===== src/rtl/pool2x2_stream.sv =====
// Streaming 2x2 / stride-2 max-pooling stage.
// Takes row-major pixels one per accepted beat and emits pooled pixels in row-major order.
// A half-width row buffer keeps the horizontal pair maxima from each even row.
module pool2x2_stream #(
  parameter int unsigned DATA_W = 32,
  parameter int unsigned IMG_W  = 28,
  parameter int unsigned IMG_H  = 28
) (
  input  logic              clk,
  input  logic              rst,
  input  logic              start,
  input  logic              in_valid,
  output logic              in_ready,
  input  logic [DATA_W-1:0] in_data,
  output logic              out_valid,
  input  logic              out_ready,
  output logic [DATA_W-1:0] out_data,
  output logic              done
);

  localparam int unsigned CW     = $clog2(IMG_W);
  localparam int unsigned RW     = $clog2(IMG_H);
  localparam int unsigned HALF_W = IMG_W / 2;
  localparam int unsigned AW     = (HALF_W > 1) ? $clog2(HALF_W) : 1;

  localparam logic [CW-1:0] COL_LAST = CW'(IMG_W - 1);
  localparam logic [RW-1:0] ROW_LAST = RW'(IMG_H - 1);

  function automatic logic [DATA_W-1:0] smax(input logic [DATA_W-1:0] a,
                                             input logic [DATA_W-1:0] b);
    return ($signed(a) >= $signed(b)) ? a : b;
  endfunction

  logic [CW-1:0]     col_q, col_d;
  logic [RW-1:0]     row_q, row_d;
  logic [DATA_W-1:0] hold_q, hold_d;
  logic              out_valid_q, out_valid_d;
  logic [DATA_W-1:0] out_data_q, out_data_d;
  // Marks that the pending output is the last window of the frame.
  logic              out_last_q, out_last_d;

  logic [DATA_W-1:0] rbuf [HALF_W];
  logic              rbuf_we;
  logic [AW-1:0]     rbuf_addr;
  logic [DATA_W-1:0] pair_max;
  logic [DATA_W-1:0] win_max;
  logic              accept;

  // Handshake outputs; gated by rst so nothing is offered or signalled while in reset.
  always_comb begin
    in_ready  = rst && (!out_valid_q || out_ready);
    out_valid = out_valid_q;
    out_data  = out_data_q;
    done      = rst && out_valid_q && out_ready && out_last_q;
  end

  // Window arithmetic: pair max of the current beat, then fold in the buffered upper pair.
  always_comb begin
    accept    = in_valid && in_ready;
    rbuf_addr = AW'(col_q >> 1);
    pair_max  = smax(hold_q, in_data);
    win_max   = smax(pair_max, rbuf[rbuf_addr]);
  end

  // Next-state: position counters, hold register, row buffer write and output register.
  always_comb begin
    col_d       = col_q;
    row_d       = row_q;
    hold_d      = hold_q;
    out_valid_d = out_valid_q && !out_ready;
    out_data_d  = out_data_q;
    out_last_d  = out_last_q;
    rbuf_we     = 1'b0;
    if (start) begin
      // start wins over a beat accepted in the same cycle; pending output is kept.
      col_d  = '0;
      row_d  = '0;
      hold_d = '0;
    end else if (accept) begin
      if (col_q == COL_LAST) begin
        col_d = '0;
        row_d = (row_q == ROW_LAST) ? '0 : row_q + RW'(1);
      end else begin
        col_d = col_q + CW'(1);
      end
      if (!col_q[0]) begin
        hold_d = in_data;
      end else if (!row_q[0]) begin
        rbuf_we = 1'b1;
      end else begin
        out_data_d  = win_max;
        out_valid_d = 1'b1;
        out_last_d  = (col_q == COL_LAST) && (row_q == ROW_LAST);
      end
    end
  end

  // State register with synchronous active-low reset.
  always_ff @(posedge clk) begin
    if (!rst) begin
      col_q       <= '0;
      row_q       <= '0;
      hold_q      <= '0;
      out_valid_q <= 1'b0;
      out_data_q  <= '0;
      out_last_q  <= 1'b0;
    end else begin
      col_q       <= col_d;
      row_q       <= row_d;
      hold_q      <= hold_d;
      out_valid_q <= out_valid_d;
      out_data_q  <= out_data_d;
      out_last_q  <= out_last_d;
    end
  end

  // Row buffer write port; contents need no reset.
  always_ff @(posedge clk) begin
    if (rbuf_we) begin
      rbuf[rbuf_addr] <= pair_max;
    end
  end

endmodule


===== config.mk =====
export PLATFORM = sky130hd
export DESIGN_NAME = pool2x2_stream
export DESIGN_NICKNAME = d
export VERILOG_FILES = /design/src/rtl/pool2x2_stream.sv
export SDC_FILE = /design/constraint.sdc
export NUM_CORES = 1
export LEC_CHECK = 0
export CELL_PAD_IN_SITES_DETAIL_PLACEMENT = 0
export CELL_PAD_IN_SITES_GLOBAL_PLACEMENT = 1
export CORE_ASPECT_RATIO = 0.75
export CORE_MARGIN = 2
export CORE_UTILIZATION = 50
export CTS_CLUSTER_DIAMETER = 40
export CTS_CLUSTER_SIZE = 12
export DETAILED_ROUTE_END_ITERATION = 10
export PLACE_DENSITY_LB_ADDON = 0.1
export SETUP_SLACK_MARGIN = 0.4
export SLEW_MARGIN = 0
export SYNTH_ARGS = -nofsm -noshare
export SYNTH_HDL_FRONTEND = slang
export SYNTH_SLANG_ARGS = --single-unit

===== constraint.sdc =====
create_clock -name clk -period 10.4 [get_ports clk]
set_input_delay 1.04 -clock clk [delete_from_list [all_inputs] [get_ports clk]]
set_output_delay 1.04 -clock clk [all_outputs]
set_load 0.01 [all_outputs]

## After elaboration in Yosys (flattened, before gate mapping)

Memory sizes are Yosys's and may differ from the RTL's. A register that Yosys moved wholly into a read port is not among the register bits.
Cells that the tools add are included.

| cells by class | value |
|---|---|
| add/sub/neg operators | 2 |
| magnitude comparators | 2 |
| equality and inequality tests | 2 |
| mux-type cells | 16 |
| bitwise gates (word level) | 3 |
| reductions and logical operators | 14 |

Operator list:

| cell | number |
|---|---|
| $ge A32 B32 Y1 | 2 |
| $mux W32 | 2 |
| $add A5 B1 Y5 const B | 2 |
| $eq A5 B5 Y1 const B | 2 |
| $mux W1 | 10 |
| $mux W5 | 2 |
| $mux W4 | 2 |
| $logic_and A1 B1 Y1 | 7 |
| $reduce_and A2 Y1 | 2 |
| $reduce_and A4 Y1 | 1 |
| $not A1 Y1 | 3 |
| $logic_not A1 Y1 | 2 |
| $reduce_or A2 Y1 | 1 |
| $logic_or A1 B1 Y1 | 1 |

| storage, ports and cells | value |
|---|---|
| flip-flop bits (word level) | 76 |
| RAM bits | 448 |
| input bits | 37 |
| output and inout port bits | 35 |
| word-level logic and storage cells | 46 |
| memories | 1 |

Memory list:

| name | words | bits a word | rd ports | clocked after memory_dff | wr ports | line | source |
|---|---|---|---|---|---|---|---|
| rbuf | 14 | 32 | 1 | 1 | 1 | 42 | `logic [DATA_W-1:0] rbuf [HALF_W];` |

## Depth between registers and ports, before layout

Gate-level depths: netlist of run 1.

| logic depth | value |
|---|---|
| depth in word-level cells | 8 |
| depth in mapped cells | 20 |

## Worst setup path after synthesis of run 1

Ideal clock, no wire load.

| timing path | value |
|---|---|
| path type | in2reg |
| start point | input port in_data[31] |
| end point | register out_data_q[10], in the netlist out_data[10] |
| data arrival time | 5147 ps |
| data required time | 10270 ps |
| path slack | 5123 ps |
| cell stages on the path | 20 |
| cells stage by stage | inv_1 ha_1 nand4_2 nor4_4 a22o_4 nor3_1 a311oi_4 buf_8 mux2i_1 inv_1 ha_1 nand4_1 nor3_1 a211oi_1 o211ai_1 a21oi_1 or3_1 clkbuf_1 clkbuf_1 o211ai_1 |

| between the ends | value |
|---|---|
| word-level cells in the longest chain between the ends | 4 |

RTL lines:

| item | line | source |
|---|---|---|
| start: declaration | 14 | `input logic [DATA_W-1:0] in_data,` |
| $ge A32 B32 Y1 | 31 | `return ($signed(a) >= $signed(b)) ? a : b;` |
| $mux W32 * | 31 |  |
| net pair_max[31] | 45 | `logic [DATA_W-1:0] pair_max;` |
| $ge A32 B32 Y1 * | 31 |  |
| $mux W32 * | 31 |  |
| end signal: assignment | 112 | `out_data_q <= out_data_d;` |
| end: declaration | 38 | `logic [DATA_W-1:0] out_data_q, out_data_d;` |

The timed path passes the listed nets; every way through them passes the cells marked *.
A chain may end at the register's enable or synchronous reset.

## Worst setup path in the final report of run 1

| timing path | value |
|---|---|
| start point | input port in_data[27] |
| end point | register out_data_q[13], in the netlist out_data[13] |

| between the ends | value |
|---|---|
| word-level cells in the longest chain between the ends | 4 |

RTL lines:

| item | line |
|---|---|
| $ge A32 B32 Y1 | 31 |
| $mux W32 | 31 |
| net pair_max[23] | 45 |
| $ge A32 B32 Y1 | 31 |
| $mux W32 | 31 |

The timed path passes the listed nets, and every way through them passes these cells.

==> flow_metrics.py, run 1 <==
metrics = {
    "synthesis": {
        "syn-cell-area_um2": 22200,
        "synth_cells": 1456,
        "synth_top_area_share_pct": 60.6,
        "syn_area_per_cell_um2": 15.3,
        "synth_adder_area_share_pct": 3.72,
        "synth_ff_type": "edfxtp_1",
        "synth_xor_area_share_pct": 0.158,
        "synth_top_area_cell": "edfxtp_1",
        "ys_ff_latch": 528,
        "synth_top_family_by_area": "multiplexers",
        "async_flop_share_pct": 0,
        "synthMuxAreaShare_pct": 14.2,
        "synth.area.top_cells": "edfxtp_1, mux4_2, dfxtp_1",
        "synth-simple-area-share_pct": 5.80,
        "synth.distinct_cells": 44,
        "ys.warnings.count": 0,
        "synth_compound_area_share_pct": 5.66,
        "syn_nets": 1559,
        "synth-edff-count": 448,
        "ys_seq_area_share_pct": 67.8,
    },
    "finish": {
        "finalNetCount": 1637,
        "register_area_um2": 15100,
        "num_antenna_cells": 0,
        "multi_input_area_um2": 6670,
        "syn_to_final_growth_pct": 14.5,
        "nFillCells": 3427,
        "drive_above_1_share_pct": 14.7,
    },
    "route": {
        "wl_um": 55200,
        "drtIter0Drc": 1193,
        "wire_per_inst_um": 25.5,
        "via_per_inst": 5.88,
        "num_vias": 12700,
        "postRouteAntennaNets": 0,
        "drc": 0,
        "dr.pass1.iters": 6,
    },
    "floorplan": {
        "coreArea_um2": 43600,
        "die_w_um": 247,
        "die_h_um": 187,
        "dieArea_um2": 46100,
        "row_count": 66,
        "initial_core_util_pct": 50.9,
        "pin_count": 72,
    },
    "cts": {
        "cts-resized-gates": 0,
        "clock-sinks": 528,
        "htreeDepth": 2,
        "cts_buffers": 58,
        "cts_tree": "done",
        "root_buffer": "clkbuf_16",
        "post_cts_buffers": 0,
        "path_clk_slew_ns": 0.06,
        "insertion_delay_ns": 0.61,
        "clk_path_buf_depth": 3,
        "postCtsHoldBufs": 0,
    },
    "run": {
        "drv_cap": 0,
    },
    "critical_path": {
        "crit_fanout": 32,
        "cp-end-kind": "flip-flop",
        "crit-reg2reg-launch": "hold_q[27]",
        "crit_path_start": "in_data[27]",
        "critPathArrivalTime_ns": 7.13,
        "crit_type": "in -> reg",
        "crit_required_ns": 10.91,
        "start_kind": "primary input",
    },
    "power": {
        "p_leak_nw": 8.59,
        "vdd_drop_max_mv": 0.136,
        "p_per_area_nw_per_um2": 174,
    },
    "timing": {
        "skew_ns": 0.0295,
        "max_freq_mhz": 151,
        "tightest_slew_ns": 0.995,
        "setup_viol": 0,
        "rsz0062_at_grt": "no",
        "finalWorstSetupSlack_ns": 3.78,
        "slew_headroom_pct": 33.1,
        "slew_viol_final": 0,
        "hold_viol": 0,
        "fin_crit_sh_pct": 63.6,
        "layout_min_cycle_time_ns": 6.62,
        "setup_tns_ns": 0,
    },
    "grt": {
        "grt_pass1_vias": 12900,
        "grt_max_degree": 99,
        "grt_pass1_wl_um": 82300,
        "grt_usage_pct": 24.4,
        "antenna_found_initial": 1,
        "grt.overflow.total": 0,
    },
    "worst_hold_path": {
        "hold_start": "hold_q[19]",
        "hp-class": "reg -> reg",
    },
    "placement": {
        "place_hpwl_um": 30300,
        "gp_congestion": 0.833,
        "portBuffers": 71,
        "dp_slack_ns": 3.22,
    },
    "status": {
        "status": "finished, final reports clean",
    },
}
-- worst max-delay path, cell delays in order --
cell and delay, ns:
clkdlybuf4s50_1 0.51, inv_1 0.05, ha_1 0.31, nand4_1 0.23, nor4_4 0.42, a22o_4 0.17
nor3_1 0.06, a311oi_4 0.67, buf_4 0.53, mux2i_1 0.53, inv_1 0.41, ha_1 0.44
nand4_1 0.11, nor4_1 0.42, a21oi_1 0.13, o211ai_1 0.14, a21oi_2 0.06, or3_1 0.35
buf_4 0.27, o211ai_1 0.22
-- state kept, by name, indices dropped and copies added, names as in the netlist, named ones only --
register	flops
row_q	5
out_data	32
rbuf	448
col_q	5
out_valid	1
hold_q	32
out_last_q	1
-- where the power goes --
group	total, mW	switching (mW)	internal (mW)	leakage (nW)
registers	2.32	0.00316	2.31	4.76
clock network	1.95	0.836	1.11	0.868
logic	0.166	0.118	0.0478	2.96
-- cells in the mapped netlist, drive strengths merged, types with 4 or more instances --
library cell	number
buf	23
dfxtp	80
nor4	4
o211ai	36
mux4	97
inv	68
nand2b	7
ha	66
nor2	119
nor3	9
o21ai	43
a21oi	126
nor2b	5
clkbuf	55
edfxtp	448
nand4	17
mux2i	96
nand2	121
nand3	6
-- area by class of cell --
type,instances,share of cell area [%]
multi-input combinational,782,26.2
clock inverter,24,0.880
inverter,68,1.00
sequential,528,59.2
timing repair buffer,96,3.58
clock buffer,86,6.24
tap,578,2.84
-- routing by layer --
layer / routed length, um / share of wire [%] / vias to the layer above / global-route usage, %
met5: 7 / 0.013 / - / 0
met1: 24600 / 45 / 6466 / 36.4
li1: - / - / 5724 / -
met4: 1360 / 2.5 / 2 / 6.59
met3: 3960 / 7.2 / 99 / 4.80
met2: 25300 / 46 / 423 / 37.0
-- cells by family after synthesis --
logic type                 after synthesis
AOI/OAI and AO/OA                      218
xor gates and xnor gates                 4
adders and majority gates               66
buffers and inverters                  146
DFF                                    528
muxes                                  194
and+or+nand+nor                        300
-- metrics by stage --
step	area (um2)	hold WS (ns)	power [mW]	cells	utilization, %
after floorplan	22200	0.449	2.46	1456	-
after global routing	25400	0.490	4.56	2162	58.3
after detailed placement	23600	0.471	2.53	2052	54.2
final	25400	0.474	4.43	2162	58.3
after global placement	23600	0.462	2.52	2052	54.2
after CTS	25400	0.479	4.46	2162	58.3
-- path summary, 6_finish.rpt --
| kind | slack (ns) | cells past startpoint | to |
|---|---|---|---|
| setup / recovery | 3.78 | 20 | out_data[13] |
| hold / removal | 0.47 | 2 | hold_q[19] |
| hold reg to reg | 0.47 | 2 | hold_q[19] |
| setup reg to reg | 4.44 | 18 | out_data[13] |
-- placed cells by master, fill, tap and decap left out, types with 6 or more instances in the layout --
cell             netlist  routed
nand4_1               16      16
nor2_1               119     107
clkbuf_16              0      58
o211ai_1              35      35
edfxtp_1             448     448
clkinv_4               0       6
dfxtp_1               80      76
mux4_2                97      97
nand2b_1               7       6
a21oi_1              126     125
clkbuf_1              55      25
o21ai_0               43      43
inv_1                 68      68
nand3_1                6       6
nor2_4                 0      11
buf_4                  0      24
nand2_1              121     121
ha_1                  66      66
clkdlybuf4s50_1        0      71
mux2i_1               96      96
(Power assumes the default switching activity.)
==> inputs of run 2 (changes only) <==
clock period = 6.33 ns   (was 10.4 ns; I/O delays follow)
==> run 2 against run 1 <==
Compared with the run above:
- die area unchanged
- wire length decreased by 0.68%
- clock power increased by 60%
- critical path type unchanged
==> flow_metrics.py, run 2 (synthesis results as in run 1) <==
metrics = {
    "status": {
        "status": "finished, final reports clean",
    },
    "cts": {
        "root_buffer": "clkbuf_16",
        "post_cts_buffers": 0,
        "postCtsHoldBufs": 0,
        "cts_tree": "done",
        "clk_path_buf_depth": 3,
        "insertion_delay_ns": 0.59,
        "cts-resized-gates": 0,
        "cts_buffers": 57,
        "path_clk_slew_ns": 0.06,
        "htreeDepth": 2,
        "clock-sinks": 528,
    },
    "floorplan": {
        "die_h_um": 187,
        "die_w_um": 247,
        "initial_core_util_pct": 50.9,
        "coreArea_um2": 43600,
        "pin_count": 72,
        "dieArea_um2": 46100,
        "row_count": 66,
    },
    "critical_path": {
        "crit_type": "in -> reg",
        "crit_required_ns": 6.83,
        "cp-end-kind": "flip-flop",
        "start_kind": "primary input",
        "crit_fanout": 18,
        "critPathArrivalTime_ns": 6.01,
        "worstPathCellList": "clkdlybuf4s50_1 -> inv_1 -> ha_1 -> nand4_1 -> nor4_4 -> a22o_4 -> nor3_1 -> a311oi_4 -> buf_4 -> mux2i_1 -> inv_1 -> ha_1 -> nand4_1 -> nor4_1 -> a21oi_1 -> o211ai_1 -> a21oi_2 -> or3_1 -> buf_4 -> o211ai_1",
        "cp_slowest_cell": "clkdlybuf4s50_1",
        "max_stage_delay_ns": 0.50,
    },
    "timing": {
        "hold_slack_ns": 0.474,
        "layout_min_cycle_time_ns": 5.51,
        "max_freq_mhz": 181,
        "rsz0062_at_grt": "no",
        "skew_ns": 0.0237,
        "setup_tns_ns": 0,
        "tightest_slew_ns": 1.04,
        "setup_viol": 0,
        "slew_headroom_pct": 30.8,
        "slew_viol_final": 0,
        "hold_viol": 0,
        "fin_crit_sh_pct": 87.1,
    },
    "finish": {
        "top_register": "rbuf",
        "syn_to_final_growth_pct": 15.0,
        "stdcell_area_um2": 25500,
        "largest_reg_flops": 448,
        "nFillCells": 3348,
        "instances_no_fill": 2176,
        "num_antenna_cells": 0,
        "drive_above_1_share_pct": 15.4,
        "layout_common_cells": "edfxtp_1, a21oi_1, nand2_1",
        "finalNetCount": 1652,
        "final_common_cell": "edfxtp_1",
    },
    "power": {
        "p_leak_nw": 8.67,
        "p_per_area_nw_per_um2": 282,
        "switchingPower_mw": 1.53,
        "vdd_drop_max_mv": 0.243,
        "power.share.sequential_pct": 52.8,
        "comb_power_share_pct": 3.9,
        "swShare_pct": 21.3,
        "internal-power_mw": 5.67,
        "clkPwrFrac_pct": 43.3,
        "power_mw": 7.21,
    },
    "grt": {
        "grt_pass1_wl_um": 81800,
        "grt_max_degree": 56,
        "antenna_found_initial": 0,
        "grt_pass1_vias": 12700,
        "grt_usage_pct": 24.2,
        "grt.overflow.total": 0,
    },
    "placement": {
        "place_hpwl_um": 33400,
        "gp_congestion": 0.814,
        "placed_area_um2": 23800,
        "portBuffers": 71,
        "dp_cells": 2068,
    },
    "route": {
        "drc": 0,
        "dr.pass1.iters": 5,
        "num_vias": 12700,
        "postRouteAntennaNets": 0,
        "drtIter0Drc": 972,
        "via_per_inst": 5.83,
        "wire_per_inst_um": 25.2,
        "wl_um": 54900,
    },
    "worst_hold_path": {
        "hp-class": "reg -> reg",
    },
    "run": {
        "drv_cap": 0,
    },
}
-- run 2: worst max-delay path, delay by kind of cell --
family	cells	cell delay, ns
and+or+nand+nor	6	1.86
adders and majority gates	2	0.71
AOI/OAI and AO/OA	6	0.98
muxes	1	0.33
buffers and inverters	5	1.44
-- run 2: stage by stage --
stage	util (%)	setup slack, ns
after global placement	54.6	0.396
after global routing	58.6	0.603
after CTS	58.6	0.915
after detailed placement	54.6	0.328
after floorplan	-	1.46
final	58.6	0.817
-- run 2: path summary, 6_finish.rpt --
| kind | slack, ns | cells past startpoint | to | startpoint |
|---|---|---|---|---|
| worst min register to register | 0.47 | 2 | hold_q[20] | hold_q[20] |
| worst max register to register | 1.09 | 18 | out_data[20] | hold_q[27] |
| worst min-delay path | 0.47 | 2 | hold_q[20] | hold_q[20] |
| worst max-delay path | 0.82 | 20 | out_data[20] | in_data[27] |
-- run 2: final cells by class --
cell class	instances	area (um2)	area share, %
Sequential cell	528	15100	59.0
Inverter	68	255	0.999
Timing Repair Buffer	112	1070	4.18
Multi-Input combinational cell	782	6670	26.1
Clock inverter	20	158	0.617
Tap cell	578	723	2.83
Clock buffer	88	1600	6.25
-- run 2: power groups by stage --
stage	Clock, mW	Sequential [mW]	Combinational, mW
3_5_place_dp	0	3.88	0.278
4_1_cts	3.18	3.80	0.279
5_1_grt	3.33	3.80	0.309
6_report	3.12	3.81	0.281
3_3_place_gp	0	3.88	0.273
2_1_floorplan	0	3.88	0.162
-- run 2: metal layers --
| metal | GRT usage [%] | share of wire (%) |
|---|---|---|
| met1 | 36.6 | 46 |
| met2 | 36.6 | 46 |
| met3 | 4.93 | 6.9 |
| met4 | 5.16 | 1.7 |
| met5 | 0 | 0 |
